$ cat config.mk
export PLATFORM = sky130hd
export DESIGN_NAME = gates_bist_ctrl
export DESIGN_NICKNAME = d
export VERILOG_FILES = /design/src/rtl/gates_bist_ctrl.sv
export SDC_FILE = /design/constraint.sdc
export NUM_CORES = 1
export LEC_CHECK = 0
export CORE_MARGIN = 1
export CORE_UTILIZATION = 50
export CTS_BUF_LIST = sky130_fd_sc_hd__clkbuf_4 sky130_fd_sc_hd__clkbuf_8
export DETAILED_ROUTE_END_ITERATION = 16
export GPL_TIMING_DRIVEN = 0
export PLACE_DENSITY = 0.89
export SYNTH_ARGS = -nofsm -noshare
export SYNTH_HDL_FRONTEND = slang
export SYNTH_SLANG_ARGS = --single-unit
export TNS_END_PERCENT = 20
$ cat constraint.sdc
create_clock -name clk -period 5.4 [get_ports clk]
set_input_delay 1.08 -clock clk [delete_from_list [all_inputs] [get_ports clk]]
set_output_delay 1.08 -clock clk [all_outputs]
set_load 0.05 [all_outputs]
$ cat src/rtl/gates_bist_ctrl.sv
// gates_bist_ctrl: truth-table self-test sequencer for the two-input gate block.
// Ports: clk, rst_n, start in; input1/input2 drive out; seven gate outputs in;
// busy, done, pass, err_count, fail_vec status out.
module gates_bist_ctrl #(
  parameter int HOLD_CYCLES = 4,
  parameter int CNT_W = 8
) (
  input  logic             clk,
  input  logic             rst_n,
  input  logic             start,
  output logic             input1,
  output logic             input2,
  input  logic             inv1,
  input  logic             and2,
  input  logic             or2,
  input  logic             xor2,
  input  logic             xnor2,
  input  logic             nand2,
  input  logic             nor2,
  output logic             busy,
  output logic             done,
  output logic             pass,
  output logic [CNT_W-1:0] err_count,
  output logic [3:0]       fail_vec
);

  localparam int HW = (HOLD_CYCLES > 1) ? $clog2(HOLD_CYCLES) : 1;
  localparam int SW = CNT_W + 3;
  localparam logic [HW-1:0] HOLD_LAST = HW'(HOLD_CYCLES - 1);
  localparam logic [SW-1:0] CNT_MAX = SW'({CNT_W{1'b1}});

  typedef enum logic [1:0] {
    IDLE,
    RUN,
    DONE
  } state_t;

  state_t state, state_nx;

  logic [HW-1:0]    hold_cnt, hold_nx;
  logic [1:0]       vec_idx, vec_nx;
  logic [CNT_W-1:0] err_nx, err_sat;
  logic [3:0]       fv_nx;
  logic             pass_nx;
  logic             in1_nx, in2_nx;
  logic [6:0]       gold, obs, miss;
  logic [2:0]       mism;
  logic [SW-1:0]    sum;
  logic             last;

  assign obs = {inv1, and2, or2, xor2, xnor2, nand2, nor2};

  // Golden values follow the driven registers, which always equal vec_idx.
  assign gold = {
    ~input1,
    input1 & input2,
    input1 | input2,
    input1 ^ input2,
    ~(input1 ^ input2),
    ~(input1 & input2),
    ~(input1 | input2)
  };

  // Case inequality so an X/Z on a gate output counts as a mismatch.
  always_comb begin
    miss = '0;
    mism = '0;
    for (int i = 0; i < 7; i++) begin
      miss[i] = !(obs[i] === gold[i]);
      mism = mism + 3'(miss[i]);
    end
  end

  // Saturating accumulate: the extra 3 bits absorb one compare's worth.
  always_comb begin
    sum = SW'(err_count) + SW'(mism);
    err_sat = (sum > CNT_MAX) ? {CNT_W{1'b1}} : sum[CNT_W-1:0];
  end

  assign last = (hold_cnt == HOLD_LAST);

  always_comb begin
    state_nx = state;
    hold_nx = hold_cnt;
    vec_nx = vec_idx;
    err_nx = err_count;
    fv_nx = fail_vec;
    pass_nx = pass;
    in1_nx = input1;
    in2_nx = input2;
    unique case (state)
      IDLE: begin
        if (start) begin
          state_nx = RUN;
          hold_nx = '0;
          vec_nx = '0;
          err_nx = '0;
          fv_nx = '0;
          pass_nx = 1'b0;
          in1_nx = 1'b0;
          in2_nx = 1'b0;
        end
      end
      RUN: begin
        if (last) begin
          err_nx = err_sat;
          if (mism != 3'd0) fv_nx[vec_idx] = 1'b1;
          if (vec_idx == 2'd3) begin
            state_nx = DONE;
            pass_nx = (err_sat == '0);
          end else begin
            vec_nx = vec_idx + 2'd1;
            hold_nx = '0;
            {in1_nx, in2_nx} = vec_idx + 2'd1;
          end
        end else begin
          hold_nx = hold_cnt + HW'(1);
        end
      end
      DONE: state_nx = IDLE;
      default: state_nx = IDLE;
    endcase
  end

  always_ff @(posedge clk or negedge rst_n) begin
    if (!rst_n) begin
      state <= IDLE;
      hold_cnt <= '0;
      vec_idx <= '0;
      err_count <= '0;
      fail_vec <= '0;
      pass <= 1'b0;
      input1 <= 1'b0;
      input2 <= 1'b0;
    end else begin
      state <= state_nx;
      hold_cnt <= hold_nx;
      vec_idx <= vec_nx;
      err_count <= err_nx;
      fail_vec <= fv_nx;
      pass <= pass_nx;
      input1 <= in1_nx;
      input2 <= in2_nx;
    end
  end

  assign busy = (state == RUN);
  assign done = (state == DONE);

endmodule

==> run metrics, run 1 <==
outcome=finished, final reports clean; final setup fails=0; Routed Antenna Nets=0; slowest cell on the critical path=fa_1; Worst path max stage delay=approximately 0.57 ns; ordered list of cells on the worst path=clkdlybuf4s50_1 > xnor2_1 > fa_1 > inv_1 > fa_1 > fa_1 > fa_1 > inv_1 > ha_1 > a21o_1 > a21oi_2 > nor2_2 > mux2_4 > o32ai_2; Worst-path clk slew=~0.11 ns; ys async rst share=between 90% and 100%; Synth Area per Inst=9.47 sq um; Routed wire per std cell=around 14 um; Area growth, synth to finish=25.1%; CTS max path bufs=2; Iter 0 DRT Violations=17; Synth top area share=about 36%; DRC Markers=0; RD Place Congestion=0.904; Post-CTS Setup Inserts=0; hold_ws=0.499 ns; antenna violations before repair=0; Starting Density=around 53%; critical path data arrival time=5.17 ns; Req. time, crit path=between 5 and 6 ns; First-pass DRT Iterations=4; core area=around 2500 sq um; register area share after synthesis=between 30% and 40%; Design Area, Final=roughly 1600 sq um; number of global-route vias before repair=~1,000; Rows=18; detailed placer's ending HPWL=2.14 mm; Cell variety after synth=39; Synth Flop Type=dfrtp_1; via/cell ratio=5.48; HP Class=reg -> reg; Inserted Clock Buffers=3; most used cell, CP=fa_1; layout cell share with drive strength beyond 1=under 10%; fillers=roughly 210; n_diodes=0; final wirelength=2.73 mm; startpoint types=input pin; Final Max Tran Viols=0; routed via count=1,086; Syn Inst Count=approximately 140; Fin Clk Skew=about 0.0021 ns; chip width=53.1 um; commonest non-fill, non-tap cell in the layout=clkdlybuf4s50_1; I/O pins=27; Mapped Area=around 1300 sq um; global route overflow=0; PortBufs=26; post-synthesis register bit count=19; post-placement setup slack=roughly 0.12 ns; setup repair after global routing missed its margin=false; top post-synthesis cells by area=dfrtp_1 36%, ha_1 8.6%, fa_1 7.7%; CP endpoint kind=register; syn nets=162; Final #Nets=193; Die Footprint=roughly 2800 sq um; clock root cell=clkbuf_4; first-pass GRT wire length=4.46 mm; CTS tree=built; Tcrit/Tclk final=91.9%; Yosys top cell by area=dfrtp_1; crit path kind=in -> reg; H-tree Lvls=1; largest fanout on the critical path=6; maxcap violations=0; Worst Slack Setup Final=about 0.44 ns; Bufs and invs on worst path=3; max_slew headroom=44.0%; Hold Fails Final Rpt=0; Resized cells post-CTS=0; number of synthesized flops with an enable pin=0; fmax=202 MHz; fin crit period=~5 ns; largest net degree at the start of global routing=20; hold buffer count at cts=0; Yosys warnings=0; setup TNS=0 ns; actual slew at the worst max-slew pin=0.838 ns; Global Route Usage Sum=between 20% and 30%; Post-DP Area=about 1600 sq um; clk sinks=19; crit-path leading delay family=adder cells; most frequent cells in the layout=26 x clkdlybuf4s50_1, 19 x dfrtp_1, 13 x nand2_1, 13 x nor2_1; Die Y=between 50 and 60 um; worst-skew pair later-pin latency=~0.29 ns
==> state kept, by name, indices dropped and copies added, names as in the netlist <==
register / count
err_count: 8
input1: 1
hold_cnt: 2
input2: 1
fail_vec: 4
state: 2
pass: 1
==> layout make-up <==
| cell class | count | area, sq um | area share [%] |
|---|---|---|---|
| flip-flops and latches | 19 | 475 | 29.1 |
| well taps | 30 | 37.5 | 2.30 |
| plain buffers | 3 | 16.3 | 0.995 |
| inverters | 12 | 45.0 | 2.75 |
| multi-input cells | 104 | 771 | 47.1 |
| repair buffers | 26 | 260 | 15.9 |
| clock buffers | 4 | 30.0 | 1.84 |
==> final timing paths <==
| path | startpoint | end | slack [ns] | cells after the start |
|---|---|---|---|---|
| worst max-delay path | nand2 | pass | 0.44 | 14 |
| worst min-delay path | hold_cnt[1] | hold_cnt[1] | 0.50 | 2 |
| worst max register to register | input2 | pass | 0.72 | 15 |
| worst min register to register | hold_cnt[1] | hold_cnt[1] | 0.50 | 2 |
| max in group asynchronous | rst_n | fail_vec[0] | 3.63 | 1 |
| min in group asynchronous | rst_n | err_count[5] | 1.25 | 1 |
==> worst min-delay path: cells and delay by family, from the launching register on <==
family	cells	cell delay, ns
simple gates	1	0.05
compound gates	1	0.06
flops	1	0.36
==> synthesized netlist by cell type (2+ instances only) <==
master / instances
a21o_1: 2
a21oi_1: 12
a31oi_1: 2
and2_1: 2
and3_1: 2
dfrtp_1: 19
fa_1: 5
ha_1: 9
inv_1: 12
mux2i_1: 3
nand2_1: 13
nand2b_1: 2
nand3_1: 2
nor2_1: 13
nor2b_1: 2
nor3_1: 4
o21ai_0: 5
xnor2_1: 3
xor2_1: 6
==> per-stage QoR <==
| step | std cells | util (%) |
|---|---|---|
| global placement | 194 | 64.8 |
| detailed placement | 194 | 64.8 |
| finish | 198 | 66.0 |
| CTS | 198 | 66.0 |
| global route | 198 | 66.0 |
| floorplan | 138 | - |
==> metal layers <==
metal	track usage (%)	vias to the layer above	share of wire, %
li1	-	530	-
met1	27.0	523	44
met2	38.8	27	51
met3	3.74	6	4.1
met4	7.89	0	1.2
met5	0	-	0
==> cell families (layout without fill, tap and decap cells) <==
family / Yosys count / in the layout / synth area share, %
DFF: 19 / 19 / 36.4
xor gates and xnor gates: 9 / 9 / 6.03
muxes: 4 / 4 / 3.44
AOI/OAI and AO/OA: 30 / 30 / 15.2
and+or+nand+nor: 47 / 47 / 18.0
adders and majority gates: 14 / 14 / 16.3
buffers and inverters: 15 / 45 / 4.69
Power of run 1 is left out: the tool's default activity adds up to more than one toggle a clock period on the data nets, which glitch-free logic cannot reach.
==> run 2: changes to the inputs <==
- GPL_ROUTABILITY_DRIVEN: default -> 0
==> results of run 2 <==
No change in the layout: final DEF, timing and power equal those of run 1.
Power of run 2 is left out for the same reason.
==> run 3: changes to the inputs <==
- ABC_CLOCK_PERIOD_IN_PS: default -> 5400
- PLACE_DENSITY: 0.89 -> 0.78
==> run 3 against run 2 <==
  * Die area is the same
  * Critical path depth unchanged
  * Clock-buffer cell count decreased by 1
  * Core utilization fell by 0.10 points
  * Cell area decreased by 0.15%
  * Critical endpoint unchanged
  * Largest cell class unchanged
  * Highest routed layer unchanged
==> run metrics, run 3 (synthesis gave the netlist of run 1 again) <==
Rows=18 (unchanged); Routed wire per std cell=13.5 um (was 13.8 um); Global Route Usage Sum=22.2% (about the same); WHS Path Cells=1 (was 2); crit path kind=in -> reg (unchanged); Req. time, crit path=5.61 ns (about the same); Die Y=53.1 um (unchanged); H-tree Lvls=1 (unchanged); HP Class=reg -> reg (unchanged); detailed placer's ending HPWL=2.11 mm (was 2.14 mm); n_diodes=0 (unchanged); commonest non-fill, non-tap cell in the layout=clkdlybuf4s50_1 (unchanged); antenna violations before repair=0 (unchanged); outcome=finished, final reports clean (unchanged); Worst R2R Start=input2 (unchanged); Hold Fails Final Rpt=0 (unchanged); worst-skew pair later-pin latency=0.29 ns (about the same); chip width=53.1 um (unchanged); clk sinks=19 (unchanged); max_slew headroom=44.0% (about the same); worst hold start=fail_vec[3] (was hold_cnt[1]); layout cell share with drive strength beyond 1=8.33% (unchanged); largest fanout on the critical path=6 (unchanged); first-pass GRT wire length=4.50 mm (was 4.46 mm); Inserted Clock Buffers=3 (unchanged); Starting Density=52.8% (unchanged); Routed Antenna Nets=0 (unchanged); Reg2Reg Capture Point=pass (unchanged); register with the most flip-flops=err_count (unchanged); Final #Nets=193 (unchanged); CTS max path bufs=2 (unchanged); critical path data arrival time=5.16 ns (was 5.17 ns); maxcap violations=0 (unchanged); fmax=202 MHz (about the same); Die Footprint=2820 sq um (unchanged); fin crit period=4.95 ns (was 4.96 ns); Post-CTS Setup Inserts=0 (unchanged); CTS tree=built (unchanged); Resized cells post-CTS=0 (unchanged); Fin Clk Skew=0.00217 ns (was 0.00213 ns); First-pass DRT Iterations=4 (unchanged); r2r setup slk=0.70 ns (was 0.72 ns); global route overflow=0 (unchanged); largest net degree at the start of global routing=20 (unchanged); Post-DP Area=1610 sq um (unchanged); CP endpoint kind=register (unchanged); Worst Hold Endpoint=fail_vec[3] (was hold_cnt[1]); Final Max Tran Viols=0 (unchanged); hold buffer count at cts=0 (unchanged); DRC Markers=0 (unchanged); Tcrit/Tclk final=91.7% (was 91.9%); setup repair after global routing missed its margin=false (unchanged); final wirelength=2.67 mm (was 2.73 mm); routed via count=1,068 (was 1,086); Worst-path clk slew=0.11 ns (about the same); PortBufs=26 (unchanged); actual slew at the worst max-slew pin=0.837 ns (was 0.838 ns); core area=2480 sq um (unchanged); number of flip-flops in the largest register=8 (unchanged); most frequent cells in the layout=26 x clkdlybuf4s50_1, 19 x dfrtp_1, 13 x nand2_1, 13 x nor2_1 (unchanged); Iter 0 DRT Violations=22 (was 17); startpoint types=input pin (unchanged); Area growth, synth to finish=24.9% (was 25.1%); top flop regs=err_count: 8 flops, fail_vec: 4 flops (unchanged); number of global-route vias before repair=1,020 (was 1,026); Design Area, Final=1630 sq um (was 1640 sq um); setup TNS=0 ns (unchanged); fillers=210 (was 208); via/cell ratio=5.39 (was 5.48); cells on worst reg2reg path=15 (unchanged); final setup fails=0 (unchanged); clock root cell=clkbuf_4 (unchanged); I/O pins=27 (unchanged)
-- run 3: changes by cell type in the layout (fill, tap and decap cells not counted), sizes merged --
cell	change
clkbuf	-1
clkinv	+1
-- run 3: area by class of cell --
class                      count  area (sq um)  share of cell area, %
clock inverter                 1          5.00                  0.307
buffer                         3          16.3                  0.996
timing repair buffer          26           260                   15.9
multi-input combinational    104           771                   47.2
sequential                    19           475                   29.1
inverter                      12          45.0                   2.76
tap                           30          37.5                   2.30
clock buffer                   3          22.5                   1.38
-- run 3: worst max-delay path by stage --
| stage | end | depth (start not counted) | slack, ns | start |
|---|---|---|---|---|
| after floorplan | err_count[5] | 15 | 0.64 | input1 |
| after global placement | pass | 14 | 0.16 | nor2 |
| after detailed placement | pass | 14 | 0.11 | nor2 |
| after CTS | pass | 14 | 0.43 | nor2 |
| after global routing | pass | 14 | 0.31 | nor2 |
| final | pass | 14 | 0.45 | nor2 |
-- run 3: stage by stage --
| step | setup WS [ns] | util (%) | hold slack [ns] | cells |
|---|---|---|---|---|
| final | 0.449 | 65.9 | 0.514 | 198 |
| after global routing | 0.310 | 65.9 | 0.541 | 198 |
| after CTS | 0.429 | 65.9 | 0.516 | 198 |
| after detailed placement | 0.113 | 64.8 | 0.490 | 194 |
| after global placement | 0.156 | 64.8 | 0.468 | 194 |
| after floorplan | 0.637 | - | 0.454 | 138 |
-- run 3: worst max-delay path, stage by stage --
cell and delay (ns):
clkdlybuf4s50_1 0.42, xor2_1 0.17, fa_1 0.54, inv_1 0.05, fa_1 0.50, fa_1 0.44, fa_1 0.57, inv_1 0.06
ha_1 0.26, a21o_1 0.17, a21oi_2 0.27, nor2_2 0.06, mux2_4 0.31, o32ai_2 0.25
-- run 3: layer usage --
metal | global-route usage [%] | share of wire, % | wire length, um
met3 | 2.30 | 3.6 | 95
met5 | 0 | 0 | 0
met2 | 35.9 | 49 | 1300
met4 | 9.21 | 1.3 | 34
met1 | 30.2 | 46 | 1240
Power of run 3 is left out for the same reason.
